### config.mk
export PLATFORM = sky130hd
export DESIGN_NAME = frame_compositor
export DESIGN_NICKNAME = d
export VERILOG_FILES = /design/src/rtl/compositor_pkg.sv /design/src/rtl/raster_counter.sv /design/src/rtl/frame_compositor.sv
export SDC_FILE = /design/constraint.sdc
export NUM_CORES = 1
export LEC_CHECK = 0
export CORE_MARGIN = 2
export CORE_UTILIZATION = 30
export CTS_CLUSTER_SIZE = 14
export DETAILED_ROUTE_END_ITERATION = 7
export GPL_ROUTABILITY_DRIVEN = 0
export GPL_TIMING_DRIVEN = 0
export PLACE_DENSITY = 0.56
export SYNTH_ARGS = -nofsm -noshare
export SYNTH_HDL_FRONTEND = slang
export SYNTH_SLANG_ARGS = --single-unit
### constraint.sdc
create_clock -name Clk -period 11.1 [get_ports Clk]
set_input_delay 1.11 -clock Clk [delete_from_list [all_inputs] [get_ports Clk]]
set_output_delay 1.11 -clock Clk [all_outputs]
set_load 0.05 [all_outputs]
### src/rtl/compositor_pkg.sv
// Shared constants, widths and state type for the frame compositor.
package compositor_pkg;

  localparam int unsigned FB_W    = 240;
  localparam int unsigned FB_H    = 160;
  localparam int unsigned MAP_W   = 464;
  localparam int unsigned MAP_H   = 388;
  localparam int unsigned SHEET_W = 112;
  localparam int unsigned SPR_W   = 16;
  localparam int unsigned SPR_H   = 20;
  localparam int unsigned SPR_X   = 112;
  localparam int unsigned SPR_Y   = 70;

  localparam int unsigned AW  = 19;
  localparam int unsigned DW  = 24;
  localparam int unsigned XW  = 8;
  localparam int unsigned YW  = 8;
  localparam int unsigned SXW = 9;
  localparam int unsigned SYW = 9;
  localparam int unsigned FXW = 7;
  localparam int unsigned FYW = 8;

  localparam int unsigned SX_MAX = MAP_W - FB_W;
  localparam int unsigned SY_MAX = MAP_H - FB_H;

  localparam logic [DW-1:0] KEY = 24'hFF00FF;

  typedef enum logic [1:0] {
    IDLE  = 2'd0,
    RUN   = 2'd1,
    FLUSH = 2'd2,
    DONE  = 2'd3
  } comp_state_t;

endpackage

### src/rtl/raster_counter.sv
// Raster-order x/y pixel counter with clear, enable, wrap and last-pixel flag.
module raster_counter
  import compositor_pkg::*;
(
  input  logic          i_clk,
  input  logic          i_rst_n,
  input  logic          i_clr,
  input  logic          i_en,
  output logic [XW-1:0] o_next_x_c,
  output logic [YW-1:0] o_next_y_c,
  output logic          o_last_c
);

  logic [XW-1:0] r_x;
  logic [YW-1:0] r_y;
  logic          w_x_end;
  logic          w_y_end;

  assign w_x_end  = (r_x == XW'(FB_W - 1));
  assign w_y_end  = (r_y == YW'(FB_H - 1));
  assign o_last_c = w_x_end & w_y_end;

  // Next position is exported so the top can issue addresses one step ahead.
  always_comb begin
    o_next_x_c = r_x + XW'(1);
    o_next_y_c = r_y;
    if (w_x_end) begin
      o_next_x_c = '0;
      o_next_y_c = w_y_end ? '0 : r_y + YW'(1);
    end
  end

  always_ff @(posedge i_clk or negedge i_rst_n) begin
    if (!i_rst_n) begin
      r_x <= '0;
      r_y <= '0;
    end else if (i_clr) begin
      r_x <= '0;
      r_y <= '0;
    end else if (i_en) begin
      r_x <= o_next_x_c;
      r_y <= o_next_y_c;
    end
  end

endmodule

### src/rtl/frame_compositor.sv
// Composes one scrolled map window with a keyed sprite overlay into the framebuffer.
module frame_compositor
  import compositor_pkg::*;
(
  input  logic           Clk,
  input  logic           Reset_n,
  input  logic           start,
  input  logic [SXW-1:0] scroll_x,
  input  logic [SYW-1:0] scroll_y,
  input  logic [FXW-1:0] frame_x,
  input  logic [FYW-1:0] frame_y,
  output logic           busy,
  output logic           done,
  output logic [AW-1:0]  map_addr,
  input  logic [DW-1:0]  map_data,
  output logic [AW-1:0]  chr_addr,
  input  logic [DW-1:0]  chr_data,
  output logic [AW-1:0]  fb_addr,
  output logic [DW-1:0]  fb_data,
  output logic           fb_we
);

  comp_state_t    r_state;
  comp_state_t    w_state_nxt;
  logic           w_clr;
  logic           w_adv;
  logic           w_issue;
  logic           w_last;
  logic [XW-1:0]  w_next_x;
  logic [YW-1:0]  w_next_y;

  logic [SXW-1:0] r_sx;
  logic [SYW-1:0] r_sy;
  logic [FXW-1:0] r_fx;
  logic [FYW-1:0] r_fy;
  logic [SXW-1:0] w_sx;
  logic [SYW-1:0] w_sy;
  logic [FXW-1:0] w_fx;
  logic [FYW-1:0] w_fy;

  logic [XW-1:0]  w_px;
  logic [YW-1:0]  w_py;
  logic [AW-1:0]  w_dx;
  logic [AW-1:0]  w_dy;
  logic           w_in_spr;
  logic [AW-1:0]  w_map_addr;
  logic [AW-1:0]  w_chr_addr;
  logic [AW-1:0]  w_pix;

  logic           r_iss_v;
  logic           r_in_spr;
  logic [AW-1:0]  r_pix;
  logic           r_s1_v;
  logic           r_s1_spr;
  logic [AW-1:0]  r_s1_pix;

  raster_counter u_raster (
    .i_clk      (Clk),
    .i_rst_n    (Reset_n),
    .i_clr      (w_clr),
    .i_en       (w_adv),
    .o_next_x_c (w_next_x),
    .o_next_y_c (w_next_y),
    .o_last_c   (w_last)
  );

  always_comb begin
    w_state_nxt = r_state;
    w_clr       = 1'b0;
    w_adv       = 1'b0;
    case (r_state)
      IDLE: begin
        if (start) begin
          w_state_nxt = RUN;
          w_clr       = 1'b1;
        end
      end
      RUN: begin
        if (w_last) begin
          w_state_nxt = FLUSH;
        end else begin
          w_adv = 1'b1;
        end
      end
      FLUSH:   w_state_nxt = DONE;
      DONE:    w_state_nxt = IDLE;
      default: w_state_nxt = IDLE;
    endcase
  end

  assign w_issue = w_clr | w_adv;

  // The start cycle issues pixel (0,0) straight from the clamped inputs.
  always_comb begin
    w_sx = r_sx;
    w_sy = r_sy;
    w_fx = r_fx;
    w_fy = r_fy;
    if (r_state == IDLE) begin
      w_sx = (scroll_x > SXW'(SX_MAX)) ? SXW'(SX_MAX) : scroll_x;
      w_sy = (scroll_y > SYW'(SY_MAX)) ? SYW'(SY_MAX) : scroll_y;
      w_fx = frame_x;
      w_fy = frame_y;
    end
  end

  assign w_px = w_clr ? '0 : w_next_x;
  assign w_py = w_clr ? '0 : w_next_y;

  // Unsigned offset compare rejects pixels left of / above the sprite too.
  assign w_dx       = AW'(w_px) - AW'(SPR_X);
  assign w_dy       = AW'(w_py) - AW'(SPR_Y);
  assign w_in_spr   = (w_dx < AW'(SPR_W)) && (w_dy < AW'(SPR_H));
  assign w_map_addr = (AW'(w_sy) + AW'(w_py)) * AW'(MAP_W) + AW'(w_sx) + AW'(w_px);
  assign w_chr_addr = w_in_spr ? ((AW'(w_fy) + w_dy) * AW'(SHEET_W) + AW'(w_fx) + w_dx) : '0;
  assign w_pix      = AW'(w_py) * AW'(FB_W) + AW'(w_px);

  always_ff @(posedge Clk or negedge Reset_n) begin
    if (!Reset_n) begin
      r_state  <= IDLE;
      busy     <= 1'b0;
      done     <= 1'b0;
      r_sx     <= '0;
      r_sy     <= '0;
      r_fx     <= '0;
      r_fy     <= '0;
      map_addr <= '0;
      chr_addr <= '0;
      r_pix    <= '0;
      r_in_spr <= 1'b0;
      r_iss_v  <= 1'b0;
      r_s1_v   <= 1'b0;
      r_s1_spr <= 1'b0;
      r_s1_pix <= '0;
      fb_we    <= 1'b0;
      fb_addr  <= '0;
      fb_data  <= '0;
    end else begin
      r_state <= w_state_nxt;
      busy    <= (w_state_nxt != IDLE);
      done    <= (r_state == DONE);
      if (w_clr) begin
        r_sx <= w_sx;
        r_sy <= w_sy;
        r_fx <= w_fx;
        r_fy <= w_fy;
      end
      if (w_issue) begin
        map_addr <= w_map_addr;
        chr_addr <= w_chr_addr;
        r_pix    <= w_pix;
        r_in_spr <= w_in_spr;
      end
      r_iss_v  <= w_issue;
      r_s1_v   <= r_iss_v;
      r_s1_spr <= r_in_spr;
      r_s1_pix <= r_pix;
      // RAM data for the stage-1 pixel is valid now; merge and write.
      fb_we <= r_s1_v;
      if (r_s1_v) begin
        fb_addr <= r_s1_pix;
        fb_data <= (r_s1_spr && (chr_data != KEY)) ? chr_data : map_data;
      end
    end
  end

endmodule
==> summary by stage, run 1 <==
Status
The flow ran to the end, and the final reports show no timing, DRC or antenna violations.

Drt
Wires add up to 33820 µm. Dividing the detail-routed wire length by the instance count gives 16.29 µm. The detailed-router iteration count before antenna repair is 5.

The violation count after the first detailed-routing iteration is 532. The post-route DRC violation count is 0. The number of antenna-violating nets in the routed design is 0. The routed layout has 9955 vias. The via count normalized by instance count is 4.795.

CTS
The post-CTS setup-driven buffer insertion count is 0. The total number of clock tree sinks is 167. The buffer levels on the longest clock path is 2. Once the clock tree was built, the resizer swapped 0 gates to a different size. The number of buffers added by the clock tree synthesis step is 17. The clock tree from TritonCTS is yes. Clock-pin slew was measured on the worst setup and hold paths at 0.08 ns. The number of hold buffers added after CTS was 0.

The tree is rooted in a sky130_fd_sc_hd__clkbuf_16. The clock reaches the later pin of the worst-skew pair after 0.46 ns. The H-tree depth is 4.

Global routing
The number of antenna violations at the first check in global routing is 0. The all-layer global routing usage is 16.30%. The maximum number of pins on one net before global-route repair is 90. The first global-routing pass estimated 54010 µm of wire. The overall overflow remaining after global route is 0. The number of global-route vias before repair came to 9989.

Critical path
The kind of end point of the critical path is a flip-flop. The required time at the worst-slack endpoint is 11.42 ns. The worst setup path is of the input pin to flip-flop kind. The type of element launching the critical path is an input pin. The biggest cell delay along the critical path is 0.75 ns. On the critical path the largest part of the delay comes from simple AND/OR/NAND/NOR gates.

The number of buffers and inverters on the critical path is 4. The endpoint arrival time on the critical path is 8.61 ns. The cell occurring most often along the worst timing path is sky130_fd_sc_hd__ha_1.

In this run the worst path has a maximum fanout of 8. The cell with the largest stage delay on the worst path is sky130_fd_sc_hd__nor2_1.

STA
Of the available clock period, the critical path in the final layout requires 74.64%. The final critical-path setup slack is 2.814 ns. The routed design could run at a clock period as short as 8.286 ns. The final-report hold violation count is 0. The worst slew margin relative to its limit is 31.56%. The number of max-slew violations in the final report is 0. The total setup violations reported at the end of the flow is 0.

The transition time at the pin with the least slew margin is 1.027 ns. Setup total negative slack on the finished layout was measured at 0 ns. The setup clock skew after layout is 0.02365 ns. Hold is met by 0.3608 ns. Setup repair after global routing left no endpoint under its margin. Based on the critical path, the design can be clocked at up to 120.7 MHz.

Synthesis
The most instantiated flip-flop cell in the synthesis netlist is sky130_fd_sc_hd__dfrtp_1. The async set or reset register ratio after synthesis is 100.0%. The proportion of synthesized chip area in sequential cells is 33.87%. After synthesis the cells add up to 12340 µm². Synthesis produced a netlist whose cell count is 1346. Synthesis instantiated 76 different standard cells from the library. The Yosys step of the flow raised 0 warnings. In this run, synthesis produced a sequential element count of 167. Counting flops with a built-in enable in the synthesized netlist gives 0. The average cell area after synthesis is 9.167 µm².

Hold path
The worst hold path belongs to the class flip-flop to flip-flop.

Floorplan
For this configuration, the core starts out at a cell density of 30.29%. The placement row count is 74. From bottom edge to top edge, the die measures 206.8 µm. The die is 206.8 µm wide. The die covers 42770 µm². The region available for standard cell placement spans 40740 µm².

168 I/O pins were placed.

Cells and area
The final layout net count is 1799. Compared with the post-synthesis result, the final layout area differs by 23.78%. In the layout the commonest cells are sky130_fd_sc_hd__nand2_1, sky130_fd_sc_hd__dfrtp_1, sky130_fd_sc_hd__clkdlybuf4s50_1.

0 antenna diodes ended up in the layout. The most frequent standard cell in the layout excluding fill and tap cells is sky130_fd_sc_hd__nand2_1. The layout cell share with drive strength beyond 1 is 5.440%.

Power
The static power due to leakage is 7.146 nW. The total power draw is 1.469 mW. For this design the ratio of total power to cell area is 96.17 nW/µm². The worst ir drop on vdd is 107.5 µV.

Place
The half-perimeter wire length after detailed placement is 26990 µm. The pre-CTS setup slack is 2.450 ns. During placement, the flow inserted port buffers numbering 165.

Run
The number of max-capacitance violations reported is 0.
synth_stat cells, types with 4 or more instances:
| master | n | share of area, % |
|---|---|---|
| sky130_fd_sc_hd__a21oi_1 | 71 | 2.9 |
| sky130_fd_sc_hd__a21o_1 | 18 | 1.1 |
| sky130_fd_sc_hd__clkbuf_1 | 32 | 0.97 |
| sky130_fd_sc_hd__nand2_1 | 247 | 7.5 |
| sky130_fd_sc_hd__xor2_1 | 47 | 3.3 |
| sky130_fd_sc_hd__nor3_1 | 9 | 0.37 |
| sky130_fd_sc_hd__o31ai_1 | 7 | 0.43 |
| sky130_fd_sc_hd__o21a_1 | 6 | 0.37 |
| sky130_fd_sc_hd__dfrtp_1 | 167 | 34 |
| sky130_fd_sc_hd__o21ai_0 | 102 | 4.1 |
| sky130_fd_sc_hd__or2_2 | 7 | 0.35 |
| sky130_fd_sc_hd__nand4_1 | 8 | 0.41 |
| sky130_fd_sc_hd__xnor2_1 | 48 | 3.4 |
| sky130_fd_sc_hd__fa_1 | 47 | 7.6 |
| sky130_fd_sc_hd__ha_1 | 136 | 14 |
| sky130_fd_sc_hd__mux2i_1 | 27 | 2.2 |
| sky130_fd_sc_hd__and2_1 | 14 | 0.71 |
| sky130_fd_sc_hd__nor2b_1 | 10 | 0.51 |
| sky130_fd_sc_hd__nand3_1 | 19 | 0.77 |
| sky130_fd_sc_hd__mux2_2 | 18 | 1.6 |
| sky130_fd_sc_hd__and3_1 | 8 | 0.41 |
| sky130_fd_sc_hd__o211ai_1 | 5 | 0.30 |
| sky130_fd_sc_hd__a211oi_1 | 6 | 0.37 |
| sky130_fd_sc_hd__nor3b_1 | 4 | 0.24 |
| sky130_fd_sc_hd__nand2b_1 | 6 | 0.30 |
| sky130_fd_sc_hd__a31oi_1 | 4 | 0.20 |
| sky130_fd_sc_hd__inv_1 | 96 | 2.9 |
| sky130_fd_sc_hd__nor4_1 | 5 | 0.25 |
| sky130_fd_sc_hd__nor2_1 | 85 | 2.6 |
| sky130_fd_sc_hd__or3_1 | 6 | 0.30 |
| sky130_fd_sc_hd__o21bai_1 | 14 | 0.85 |
cells by family after synthesis:
logic type / after synthesis / share of synthesized area, %
multiplexers: 45 / 3.833
AND/OR/NAND/NOR: 458 / 17.17
XOR/XNOR: 95 / 6.743
AO/OA/AOI/OAI: 258 / 12.52
adder cells (fa/ha/maj): 183 / 21.42
buffers and inverters: 139 / 4.421
other: 1 / 0.03039
flip-flops: 167 / 33.87
final cells by class:
type	count	area, µm²
multi-input cells	1041	7619
plain buffers	41	176.4
clock inverters	14	155.1
fillers	4122	25470
flip-flops and latches	167	4179
clock buffers	17	425.4
well taps	532	665.6
repair buffers	166	1684
inverters	98	369.1
worst paths after layout:
kind | from | to | slack, ns | cells past startpoint
worst max-delay path | start | chr_addr[18] | 2.81 | 30
worst min-delay path | r_iss_v | r_s1_v | 0.36 | 0
worst max register to register | r_state[0] | chr_addr[18] | 3.05 | 29
worst min register to register | r_iss_v | r_s1_v | 0.36 | 0
max in group asynchronous | Reset_n | fb_data[14] | 9.55 | 2
min in group asynchronous | Reset_n | r_sx[8] | 0.66 | 1
power breakdown:
group | internal, mW | leakage [nW] | switching [mW]
logic | 0.111 | 4.73 | 0.138
registers | 0.618 | 2.13 | 0.00535
clock network | 0.300 | 0.284 | 0.297
total | 1.03 | 7.15 | 0.440
metal layers:
layer | GRT usage (%) | up-vias | wire [µm]
met5 | 0 | - | 0
met4 | 4.990 | 0 | 605
met3 | 2.826 | 31 | 1832
met2 | 27.02 | 224 | 15580
met1 | 21.74 | 4772 | 15800
li1 | - | 4928 | -
registers in the layout, indices dropped and copies added (netlist names), 8 cells and up:
register,cells
fb_data,24
chr_addr,19
map_addr,19
fb_addr,17
r_s1_pix,17
r_pix,13
r_sx,9
r_sy,9
r_fy,8
u_raster.r_x,8
u_raster.r_y,8
through the flow:
step	cells	util, %	instance area [µm²]
finish	2076	37.49	15270
global route	2076	37.49	15270
CTS	2076	37.49	15270
detailed placement	2045	36.07	14690
global placement	2044	35.99	14660
floorplan	1347	-	12340
Power figures use the tool's default switching activity.
==> run 2, diff against run 1 <==
Settings changed: PLACE_DENSITY 0.56 to 0.58.
Clock period 11.1 ns to 6.8 ns, I/O delays scaled along.
==> summary by stage, run 2 (synthesis gave the netlist of run 1 again) <==
Critical path
Among the stages of the critical path, the cell type that occurs most often is sky130_fd_sc_hd__ha_1. In this run the worst path has a maximum fanout of 6. The cell with the largest stage delay on the worst path is sky130_fd_sc_hd__fa_1. In this run the critical register-to-register path is captured at chr_addr[18]. The internal reg-to-reg setup slack is 0.22 ns. For the worst setup path, the data arrival time is 6.91 ns. The cell family contributing the most delay on the critical path is adder cells. Counting both buffers and inverters, the worst setup path holds a total of 4.

The critical setup path kind is flip-flop to flip-flop. STA classifies the critical path endpoint as a flip-flop. STA puts the critical path data required time at 7.13 ns. The source of the worst register-to-register timing path is u_raster.r_x[0]. The biggest cell delay along the critical path is 0.53 ns. Counting cells, the worst reg-to-reg path comes to 31. The worst setup path is launched from a flip-flop.

Drt
The detailed-router iteration count before antenna repair is 5. For this block, the initial DRC count from the detailed router was 583. For this run, design rule violations remaining after detail routing come to 0. After detailed routing, the number of vias per cell comes to 4.855. In the final routed layout, each cell accounts on average for 16.58 µm. The total wire length is 34870 µm.

The number of antenna-violating nets in the routed design is 0. The via count of the routed design is 10210.

Global routing
In the global route stage, overall resource usage came out at 16.49%. The first global-routing pass estimated 54680 µm of wire. The global routing stage identified its most utilized layer as met2. Summed over all layers, the global routing overflow is 0. For this run, global-route usage on met3 was measured as 3.203%.

The number of global-route vias before repair is 10250. Global routing consumed, on the met1 layer, 21.60% of the routing resources. Global routing consumed, on the met2 layer, 27.97% of the routing resources. The maximum number of pins on one net before global-route repair is 112. The number of antenna violations at the first check in global routing is 0.

Floorplan
The height of the die is 206.8 µm. The number of top-level design ports is 168. The region available for standard cell placement spans 40740 µm². Once the floorplan was initialized, standard cells occupied 30.29% of the core. The floorplan has 74 rows. The horizontal die dimension is 206.8 µm. The total die area is 42770 µm².

Cells and area
Fill cells in the final layout number 4071. The post-route netlist has 10.81% of its cells at a drive strength greater than 1. Cells fill 39.17% of the core in the end.

The largest registers in the layout are fb_data x24, chr_addr x19, map_addr x19. The multi-input combinational cells in the finished layout cover a total of 8034 µm². The post-route non-filler standard cell count is 2104. The final layout net count is 1826.

Compared with the post-synthesis result, the final layout area differs by 29.32%. The number of diodes added for antenna fixing is 0. The number of flip-flops under the largest register name is 24. The library cell used most frequently in the layout, excluding fill and tap cells, is sky130_fd_sc_hd__nand2_1. Registers take 4183 µm². The register bank with the most flops is fb_data.

The library cells used most frequently in the layout, excluding fill and tap cells, are sky130_fd_sc_hd__nand2_1, sky130_fd_sc_hd__dfrtp_1, sky130_fd_sc_hd__clkdlybuf4s50_1. The finished cells cover 15960 µm².

STA
In the finished design, the share of the clock period the worst path needs comes to 96.80%. Setup repair after global routing could not meet its margin everywhere. The transition time at the pin with the least slew margin is 0.9907 ns. The final-report hold violation count is 0.

Measured against its own limit, the worst slew margin works out to 33.95%. Between clock sinks in the finished design, the worst skew comes to 0.01074 ns. The final period demand of the worst path is 6.582 ns. Static timing analysis puts the maximum clock frequency at 151.9 MHz. The number of max-slew violations in the final report is 0.

The tightest hold path in the finished design has a slack of 0.1595 ns. Setup violations remaining at the end of the flow were counted as 0.

CTS
Clock tree synthesis selected as its root buffer the cell sky130_fd_sc_hd__clkbuf_16. The clock tree from TritonCTS is yes. The H-tree depth is 4. The tree built by TritonCTS fans out to 167 sinks.

The clock passes through at most 2 buffers. Clock-pin slew was measured on the worst setup and hold paths at 0.08 ns. The clock latency on the worst-skew pair is 0.45 ns. The number of buffers added by the clock tree synthesis step is 17.

Power
The power density normalized to cell area is 158.6 nW/µm². The static power due to leakage is 7.407 nW. Across the VDD grid, the largest voltage drop is 161.4 µV.

Place
Port buffering added 165 buffers. The number of placed cells counting well taps is 2045. The placed instance area is 14690 µm². The half-perimeter wire length after detailed placement is 26830 µm.

Hold path
The tightest min-delay check is of the input pin to asynchronous set/reset pin type.

Status
The run finished with clean final reports.

Run
Across the run, the number of max-cap violations was 0.
run 2: final cells by class:
| class | count | share of cell area, % |
|---|---|---|
| multi-input combinational | 1041 | 50.35 |
| clock inverter | 15 | 1.286 |
| timing repair buffer | 193 | 11.82 |
| inverter | 98 | 2.360 |
| buffer | 41 | 1.137 |
| tap | 532 | 4.171 |
| sequential | 167 | 26.21 |
| clock buffer | 17 | 2.666 |
run 2: timing repair:
action	4_1_cts	5_1_grt
hold buffers	0	0
gates resized for setup	36	52
pin swaps	6	22
gates cloned	0	0
endpoints found under the setup margin	13	9
hold endpoints to repair	0	0
setup buffers	7	20
run 2: power breakdown:
| group | switching, mW | internal [mW] | total, mW |
|---|---|---|---|
| Clock | 0.486 | 0.564 | 1.05 |
| Sequential | 0.00796 | 1.01 | 1.02 |
| Combinational | 0.249 | 0.216 | 0.464 |
run 2: stage by stage:
step	setup TNS [ns]	total power, mW	setup slack, ns
final	0	2.531	0.2176
after floorplan	0	1.289	0.06256
after detailed placement	-11.05	1.446	-1.526
after global placement	-381.65	1.440	-2.258
after CTS	0	2.526	0.007449
after global routing	-0.2370	2.655	-0.08682
run 2: worst max-delay path by stage:
stage / from / endpoint / slack (ns) / depth (start not counted)
floorplan: u_raster.r_x[0] / chr_addr[18] / 0.06 / 33
finish: u_raster.r_x[0] / chr_addr[18] / 0.22 / 31
global route: u_raster.r_y[0] / chr_addr[18] / -0.09 / 32
global placement: Reset_n / fb_addr[8] / -2.26 / 1
detailed placement: start / chr_addr[18] / -1.53 / 29
CTS: u_raster.r_x[1] / chr_addr[18] / 0.007 / 32
run 2: layer usage:
layer	up-vias	part of all wire, %
met3	30	6.2
met2	276	48
met4	0	1.2
met1	4919	45
met5	-	0
li1	4989	-
